[src/rtl/decode_stage.sv]
// RV32I decode pipeline stage: decodes the IF/ID instruction, reads operands with
// optional writeback bypass, stalls on load-use hazards and registers the bundle for EX.
module decode_stage #(
  parameter int                    ADDR_WIDTH = 32,
  parameter int                    DATA_WIDTH = 32,
  parameter logic [ADDR_WIDTH-1:0] PC_ADDR    = 32'h8000_0000,
  parameter bit                    WB_BYPASS  = 1'b1,
  parameter bit                    EN_SYSTEM  = 1'b1
) (
  input  logic                  clk,
  input  logic                  reset,
  input  logic                  in_valid,
  output logic                  in_ready,
  input  logic [ADDR_WIDTH-1:0] in_pc,
  input  logic [31:0]           in_instr,
  input  logic                  flush,
  input  logic                  ex_load_pending,
  input  logic [4:0]            ex_load_rd,
  output logic [4:0]            rf_raddr_a,
  output logic [4:0]            rf_raddr_b,
  input  logic [DATA_WIDTH-1:0] rf_rdata_a,
  input  logic [DATA_WIDTH-1:0] rf_rdata_b,
  input  logic                  wb_we,
  input  logic [4:0]            wb_waddr,
  input  logic [DATA_WIDTH-1:0] wb_wdata,
  output logic                  out_valid,
  input  logic                  out_ready,
  output logic [ADDR_WIDTH-1:0] out_pc,
  output logic [DATA_WIDTH-1:0] out_imm,
  output logic [3:0]            out_imm_type,
  output logic [4:0]            out_rs1,
  output logic [4:0]            out_rs2,
  output logic [4:0]            out_rd,
  output logic [DATA_WIDTH-1:0] out_rs1_data,
  output logic [DATA_WIDTH-1:0] out_rs2_data,
  output logic [6:0]            out_opcode,
  output logic [2:0]            out_funct3,
  output logic                  out_funct7_5,
  output logic                  out_rf_we,
  output logic                  out_illegal
);

  localparam logic [6:0] OP_LUI    = 7'b0110111;
  localparam logic [6:0] OP_AUIPC  = 7'b0010111;
  localparam logic [6:0] OP_JAL    = 7'b1101111;
  localparam logic [6:0] OP_JALR   = 7'b1100111;
  localparam logic [6:0] OP_BRANCH = 7'b1100011;
  localparam logic [6:0] OP_LOAD   = 7'b0000011;
  localparam logic [6:0] OP_STORE  = 7'b0100011;
  localparam logic [6:0] OP_IMM    = 7'b0010011;
  localparam logic [6:0] OP_OP     = 7'b0110011;
  localparam logic [6:0] OP_FENCE  = 7'b0001111;
  localparam logic [6:0] OP_SYSTEM = 7'b1110011;

  logic [6:0]            opcode;
  logic                  uses_rs1;
  logic                  uses_rs2;
  logic                  writes;
  logic                  illegal;
  logic [31:0]           imm32;
  logic [3:0]            imm_type;
  logic [DATA_WIDTH-1:0] imm_ext;
  logic [4:0]            rd;
  logic                  rf_we;
  logic                  hazard;
  logic                  accept;
  logic [DATA_WIDTH-1:0] rs1_data;
  logic [DATA_WIDTH-1:0] rs2_data;

  // x0 reads zero; a same-cycle writeback to the read address wins over the regfile
  function automatic logic [DATA_WIDTH-1:0] operand(
    input logic [4:0]            addr,
    input logic [DATA_WIDTH-1:0] rdata,
    input logic                  we,
    input logic [4:0]            waddr,
    input logic [DATA_WIDTH-1:0] wdata
  );
    if (addr == 5'd0) begin
      return {DATA_WIDTH{1'b0}};
    end else if (WB_BYPASS && we && (waddr == addr)) begin
      return wdata;
    end else begin
      return rdata;
    end
  endfunction

  assign opcode = in_instr[6:0];

  // Opcode decode: operand usage, rd write, immediate format and legality
  always_comb begin
    uses_rs1 = 1'b0;
    uses_rs2 = 1'b0;
    writes   = 1'b0;
    illegal  = 1'b0;
    imm32    = 32'd0;
    imm_type = 4'b0000;
    if (in_instr[1:0] != 2'b11) begin
      illegal = 1'b1;
    end else begin
      case (opcode)
        OP_LUI, OP_AUIPC: begin
          writes   = 1'b1;
          imm32    = {in_instr[31:12], 12'd0};
          imm_type = 4'b1011;
        end
        OP_JAL: begin
          writes   = 1'b1;
          imm32    = {{12{in_instr[31]}}, in_instr[19:12], in_instr[20], in_instr[30:21], 1'b0};
          imm_type = 4'b1001;
        end
        OP_JALR, OP_LOAD, OP_IMM: begin
          uses_rs1 = 1'b1;
          writes   = 1'b1;
          imm32    = {{20{in_instr[31]}}, in_instr[31:20]};
          imm_type = 4'b1000;
        end
        OP_STORE: begin
          uses_rs1 = 1'b1;
          uses_rs2 = 1'b1;
          imm32    = {{20{in_instr[31]}}, in_instr[31:25], in_instr[11:7]};
          imm_type = 4'b1010;
        end
        OP_BRANCH: begin
          uses_rs1 = 1'b1;
          uses_rs2 = 1'b1;
          imm32    = {{20{in_instr[31]}}, in_instr[7], in_instr[30:25], in_instr[11:8], 1'b0};
          imm_type = 4'b1100;
        end
        OP_OP: begin
          uses_rs1 = 1'b1;
          uses_rs2 = 1'b1;
          writes   = 1'b1;
        end
        OP_FENCE, OP_SYSTEM: begin
          illegal = !EN_SYSTEM;
        end
        default: begin
          illegal = 1'b1;
        end
      endcase
    end
  end

  assign imm_ext    = {{(DATA_WIDTH-31){imm32[31]}}, imm32[30:0]};
  assign rd         = writes ? in_instr[11:7] : 5'd0;
  assign rf_we      = writes && (rd != 5'd0);
  assign rf_raddr_a = uses_rs1 ? in_instr[19:15] : 5'd0;
  assign rf_raddr_b = uses_rs2 ? in_instr[24:20] : 5'd0;

  assign hazard = in_valid && ex_load_pending && (ex_load_rd != 5'd0) &&
                  ((uses_rs1 && (in_instr[19:15] == ex_load_rd)) ||
                   (uses_rs2 && (in_instr[24:20] == ex_load_rd)));

  assign in_ready = (!out_valid || out_ready) && !hazard && !flush;
  assign accept   = in_valid && in_ready;
  assign rs1_data = operand(rf_raddr_a, rf_rdata_a, wb_we, wb_waddr, wb_wdata);
  assign rs2_data = operand(rf_raddr_b, rf_rdata_b, wb_we, wb_waddr, wb_wdata);

  // Output bundle register: flush beats accept, accept beats bubble, otherwise hold
  always_ff @(posedge clk) begin
    if (reset) begin
      out_valid    <= 1'b0;
      out_pc       <= PC_ADDR;
      out_imm      <= {DATA_WIDTH{1'b0}};
      out_imm_type <= 4'd0;
      out_rs1      <= 5'd0;
      out_rs2      <= 5'd0;
      out_rd       <= 5'd0;
      out_rs1_data <= {DATA_WIDTH{1'b0}};
      out_rs2_data <= {DATA_WIDTH{1'b0}};
      out_opcode   <= 7'd0;
      out_funct3   <= 3'd0;
      out_funct7_5 <= 1'b0;
      out_rf_we    <= 1'b0;
      out_illegal  <= 1'b0;
    end else if (flush) begin
      out_valid <= 1'b0;
    end else if (accept) begin
      out_valid    <= 1'b1;
      out_pc       <= in_pc;
      out_imm      <= imm_ext;
      out_imm_type <= imm_type;
      out_rs1      <= rf_raddr_a;
      out_rs2      <= rf_raddr_b;
      out_rd       <= rd;
      out_rs1_data <= rs1_data;
      out_rs2_data <= rs2_data;
      out_opcode   <= opcode;
      out_funct3   <= in_instr[14:12];
      out_funct7_5 <= in_instr[30];
      out_rf_we    <= rf_we;
      out_illegal  <= illegal;
    end else if (!out_valid || out_ready) begin
      out_valid <= 1'b0;
    end else begin
      out_valid <= out_valid;
    end
  end

endmodule

[config.mk]
export PLATFORM = sky130hd
export DESIGN_NAME = decode_stage
export DESIGN_NICKNAME = d
export VERILOG_FILES = /design/src/rtl/decode_stage.sv
export SDC_FILE = /design/constraint.sdc
export NUM_CORES = 1
export LEC_CHECK = 0
export CAP_MARGIN = 0
export CORE_AREA = 4 4 162 125
export DETAILED_ROUTE_END_ITERATION = 10
export DIE_AREA = 0 0 166 129
export GPL_TIMING_DRIVEN = 0
export PLACE_DENSITY = 0.9
export SLEW_MARGIN = 20
export SYNTH_ARGS = -nofsm -noshare
export SYNTH_HDL_FRONTEND = slang
export SYNTH_SLANG_ARGS = --single-unit
export TNS_END_PERCENT = 5
[constraint.sdc]
create_clock -name clk -period 2.95 [get_ports clk]
set_input_delay 0.59 -clock clk [delete_from_list [all_inputs] [get_ports clk]]
set_output_delay 0.59 -clock clk [all_outputs]
set_load 0.005 [all_outputs]
### Word level (Yosys, flattened, before mapping)

Cells that the tools add are included.

| storage, ports and cells | value |
|---|---|
| register bits after elaboration | 161 |
| input port bits | 177 |
| output and inout port bits | 172 |
| word-level logic and storage cells | 81 |

| cells by class | value |
|---|---|
| equal/unequal tests | 16 |
| muxes and demuxes | 21 |
| bitwise operators | 1 |
| reductions and logical operators | 29 |

Operators by type and width:

| cell | count |
|---|---|
| $mux 32 | 5 |
| $pmux 32 s5 | 1 |
| $eq 7x7->1 const B | 4 |
| $eq 7x6->1 const B | 3 |
| $eq 5x5->1 | 4 |
| $pmux 4 s5 | 1 |
| $mux 5 | 3 |
| $eq 7x5->1 const B | 2 |
| $logic_and 1x1->1 | 11 |
| $reduce_or 11->1 | 1 |
| $logic_not 5->1 | 2 |
| $mux 1 | 10 |
| $reduce_bool 5->1 | 2 |
| $eq 7x2->1 const B | 1 |
| $eq 7x4->1 const B | 1 |
| $reduce_or 7->1 | 1 |
| $reduce_or 3->1 | 2 |
| $reduce_or 6->1 | 1 |
| $mux 4 | 1 |
| $reduce_or 2->1 | 2 |
| $logic_not 1->1 | 3 |
| $logic_or 1x1->1 | 2 |
| $ne 2x2->1 const B | 1 |
| $reduce_and 2->1 | 1 |
| 2 further kinds | 2 |

### Logic depth before layout (Yosys ltp)

| depth | value |
|---|---|
| depth after elaboration | 12 |
| mapped depth | 11 |
| mapped depth without buffers | 6 |

### Worst setup path after synthesis

OpenSTA, ideal clock, no wires.

| timing path | value |
|---|---|
| path kind | in2out |
| start point | input port in_instr[2] |
| end point | output port in_ready |
| data arrival time | 2,044 ps |
| data required time | 2,360 ps |
| path slack | 316 ps |
| stages on the path | 8 |
| buffers on the path | 3 |
| cell sequence | buf_2 -> or2_4 -> a21oi_2 -> o2111ai_1 -> a21o_1 -> buf_2 -> buf_2 -> and3_1 |

| on the way | value |
|---|---|
| longest elaborated chain between the ends | 10 |
| elaborated cells between the ends (all ways) | 19 |
| classes of those cells | eq/ne (6); mux (4); reduce/logical (9) |

RTL lines:

| item | RTL line | source |
|---|---|---|
| from (decl) | 15 | `input logic [31:0] in_instr,` |
| $eq 7x7->1 (tied with other cells) | 100 | `case (opcode)` |
| $reduce_or 6->1 (no line) or $reduce_or 3->1 (tied branches) | -- |  |
| $mux 1 | 100 |  |
| $mux 1 | 97 | `if (in_instr[1:0] != 2'b11) begin` |
| $logic_and 1x1->1 (on tied branches) | 151, 152 |  |
| $logic_or 1x1->1 (*) | 151 | `((uses_rs1 && (in_instr[19:15] == ex_load_rd)) \|\|` |
| $logic_and 1x1->1 (*) | 150 | `assign hazard = in_valid && ex_load_pending && (ex_load_rd != 5'd0) &&` |
| $logic_not 1->1 (*) | 154 | `assign in_ready = (!out_valid \|\| out_ready) && !hazard && !flush;` |
| $logic_and 1x1->1 (*) (2 in a row) | 154 |  |
| to (decl) | 13 | `output logic in_ready,` |

Every way passes the cells marked *; elsewhere a longest branch is shown, timed or not.

### Worst setup path after layout

| timing path | value |
|---|---|
| start point | input port ex_load_rd[1] |
| end point | output port in_ready |

| on the way | value |
|---|---|
| longest elaborated chain between the ends | 7 |
| elaborated cells between the ends (all ways) | 11 |
| classes of those cells | eq/ne (2); reduce/logical (9) |

RTL lines:

| item | RTL line | source |
|---|---|---|
| from (decl) | 18 | `input logic [4:0] ex_load_rd,` |
| $eq 5x5->1 (on tied branches) | 151, 152 |  |
| $logic_and 1x1->1 (on tied branches) | 151, 152 |  |
| $logic_or 1x1->1 | 151 |  |
| $logic_and 1x1->1 (*) | 150 |  |
| $logic_not 1->1 (*) | 154 |  |
| $logic_and 1x1->1 (*) (2 in a row) | 154 |  |

Marks and branches as above.

==> key figures <==
Status
  • Outcome: complete, but fails checks
  • Failing checks: setup timing

Pwr
  • Net Sw Frac: 27.6%
  • Part of the power in registers: 42.7%
  • PD cells: 433 nW/um2
  • Combinational Power Share: 14.0%
  • Total Power: 5.25 mW
  • Clock power frac: 43.3%
  • Internal Power: 3.80 mW
  • Peak supply drop: 0.000262 V
  • P_sw: 1.45 mW
  • Leak: 4.39 nW

Placed design
  • Final GP Congestion: 0.921
  • Dpl hpwl: 25.7 mm
  • Port Buf Inserts: 341

Clock tree
  • Root Driver: clkbuf_16
  • Htree depth: 4
  • CTS tree: built
  • CTS buffer count: 17
  • Clock latency on the worst-skew pair: 0.44 ns
  • Clk buf depth: 2
  • Clock transition at path regs: 0.07 ns
  • Sink Count: 161

Min path
  • Hold Crit Class: input pin to register
  • Hold path depth: 3
  • Hold Path End: out_opcode[3]
  • Hold Path Origin: in_instr[3]

Drt
  • Vias per std cell: 6.06
  • WL/cell: 22.3 um
  • Via count: 9,212
  • Final ANT Viol Nets: 0
  • 1st-pass router iterations: 6
  • DR iter-0 viols: 1,410
  • Remaining DRCs: 0
  • Routed WL: 33.8 mm

Die
  • IO Count: 349
  • Die area: 21,400 um2
  • Die X: 166 um
  • Site Rows: 43
  • Core Area: 18,500 um2
  • Die Span Y: 129 um
  • Initial Utilization: 41.6%

Global routing
  • Antenna violations before repair: 0
  • Vias in the first global route: 8,987
  • GRT overflow: 0
  • Largest net degree at the start of global routing: 18
  • GRT Total Usage: 30.2%
  • First-pass GRT wire length: 51.5 mm

Setup path
  • CP Capture Type: primary output
  • Worst Path Required: 2.36 ns
  • Slowest cell on the critical path: or4_4
  • WS Path Type: input pin to primary output
  • Worst R2R Setup Slack: 0.58 ns
  • Number of cells on the worst reg-to-reg path: 8
  • Reg2reg end: out_rs1_data[28]
  • Crit start category: input pin
  • Reg2reg start: out_valid
  • Cell mode on critical path: clkdlybuf4s15_2
  • Crit-path cells: clkdlybuf4s15_2 -> or4_4 -> o2111ai_4 -> a21o_1 -> buf_6 -> buf_8 -> and3_1 -> clkdlybuf4s15_2
  • Slowest Stage Delay on Critical Path: 0.56 ns
  • Crit path max-delay family: simple AND/OR/NAND/NOR gates
  • Worst EP arrival: 2.36 ns
  • Crit path max fanout: 3
  • CP bufs+invs: 4

Logic synthesis
  • Post-synth design cell area: 7670 um2
  • Synthesis-stage register bit count: 161
  • Top FF cell, synth: dfxtp_1
  • Synth Warn #: 0
  • Post-synthesis instance total: 890
  • Number of distinct library cells after synthesis: 53
  • Post-synthesis sequential area ratio: 42.0%
  • Top post-synthesis cells by area: dfxtp_1, nand3_1, a21oi_1, o2bb2ai_1, o21ai_0
  • Post-synth EDFFs: 0
  • Largest area contributor in the netlist: dfxtp_1
  • Syn Area/Cell: 8.62 um2
  • Top-area cell type share of the netlist area: 42.0%
  • Async SR Flop Fraction: 0%
  • Mapped Nets: 1,067

Timing
  • Final hold viol count: 0
  • RSZ-0062 raised after global routing: true
  • Final hold slack: 0.461 ns
  • Setup TNS Final: -0.00353 ns
  • Setup ws final: -0.00353 ns
  • Crit share post-route: 100%
  • Post-route minimum period: 2.95 ns
  • Max-slew violations: 0
  • Endpoints failing setup: 1
  • Worst Skew: 0.0102 ns
  • Slew margin rel.: 37.1%
  • Worst-Margin Slew: 0.938 ns
  • Fmax: 339 MHz

Layout
  • # diodes: 0
  • Post-layout util: 65.6%
  • Layout cell share with drive strength beyond 1: 8.02%
  • Area delta synth->final: 58.0%
  • Final nets: 1,436
  • Fill cell count: 1,480

Flow run
  • MaxCap Viol Count: 0
## timing repair
action                                  CTS  global route
endpoints found under the setup margin   63            16
hold buffers                              0             0
pin swaps                                 6             2
gates resized for setup                  40             5
setup buffers                             7             1
## tightest hold or removal path: stages
cell	delay (ns)
buf_6	0.12
nand3_1	0.07
a21oi_1	0.06
## worst max path at each step
stage / to / from / slack (ns) / cells past startpoint
after global placement: in_ready / ex_load_rd[1] / -0.89 / 8
after detailed placement: in_ready / ex_load_rd[1] / -0.94 / 8
after floorplan: in_ready / in_instr[2] / 0.32 / 8
after CTS: in_ready / ex_load_rd[2] / 0.01 / 8
final: in_ready / ex_load_rd[1] / -0.004 / 8
after global routing: in_ready / ex_load_rd[0] / -0.04 / 9
## registers in the layout, indices dropped and copies added (netlist names)
signal        count
out_rs1_data     32
out_rs2_data     32
out_valid         1
out_imm_type      4
out_rd            5
out_rs2           5
out_funct3        3
out_rs1           5
out_imm          32
out_opcode        7
out_funct7_5      1
out_rf_we         1
out_pc           32
out_illegal       1
## power groups by stage
stage	clock, mW	sequential [mW]	combinational (mW)
after global placement	0	2.29	0.698
after global routing	2.39	2.24	0.779
final	2.27	2.24	0.735
after floorplan	0	2.29	0.254
after CTS	2.27	2.24	0.720
after detailed placement	0	2.29	0.714
## cells in the mapped netlist (9+ instances only)
library cell / n
a211oi_1: 38
a21oi_1: 91
a221o_1: 25
and2_1: 10
and3_1: 10
buf_1: 12
buf_2: 25
clkbuf_1: 54
dfxtp_1: 161
mux2i_1: 33
nand2_1: 19
nand3_1: 124
nand4_1: 20
nor2_1: 38
nor3_1: 10
o21ai_0: 71
o2bb2ai_1: 47
xnor2_1: 9
## layout by cell type, fill, tap and decap left out, types with 16 or more instances in the layout
cell             count
nand2_1             19
clkbuf_16           17
a21oi_1             91
buf_4               16
a211oi_1            38
mux2i_1             33
buf_2               23
dfxtp_1            161
o21ai_0             71
a221o_1             25
nand3_1            124
clkbuf_1            51
nand4_1             20
clkdlybuf4s50_1    324
o2bb2ai_1           47
nor2_1              38
## through the flow
stage / area, um2 / setup slack (ns) / cells
2_1_floorplan: 7670 / 0.316 / 890
3_3_place_gp: 11400 / -0.889 / 1478
3_5_place_dp: 11400 / -0.937 / 1479
4_1_cts: 12100 / 0.00961 / 1518
5_1_grt: 12100 / -0.0441 / 1519
6_report: 12100 / -0.00353 / 1519
## routing by layer
layer  wire (um)  track usage [%]  vias up
met1       14200             40.9     4388
li1            -                -     4091
met4        1090             10.4        0
met2       14700             45.8      646
met3        3810             9.86       87
met5           0                0        -
## final cells by class
type | count | area (um2) | area share (%)
clock inverter | 15 | 168 | 1.38
timing repair buffer | 350 | 3470 | 28.6
sequential | 161 | 3220 | 26.6
buffer | 101 | 479 | 3.96
multi-input combinational | 622 | 4020 | 33.2
inverter | 6 | 22.5 | 0.186
tap | 247 | 309 | 2.55
clock buffer | 17 | 425 | 3.51
## logic make-up after synthesis
kind of cell / after synthesis / share of synthesized area [%]
flops: 161 / 42.0
compound gates: 317 / 27.8
mux: 33 / 4.31
simple gates: 257 / 17.9
xor+xnor: 15 / 1.71
buf+inv: 107 / 6.28
(Power assumes the default switching activity.)
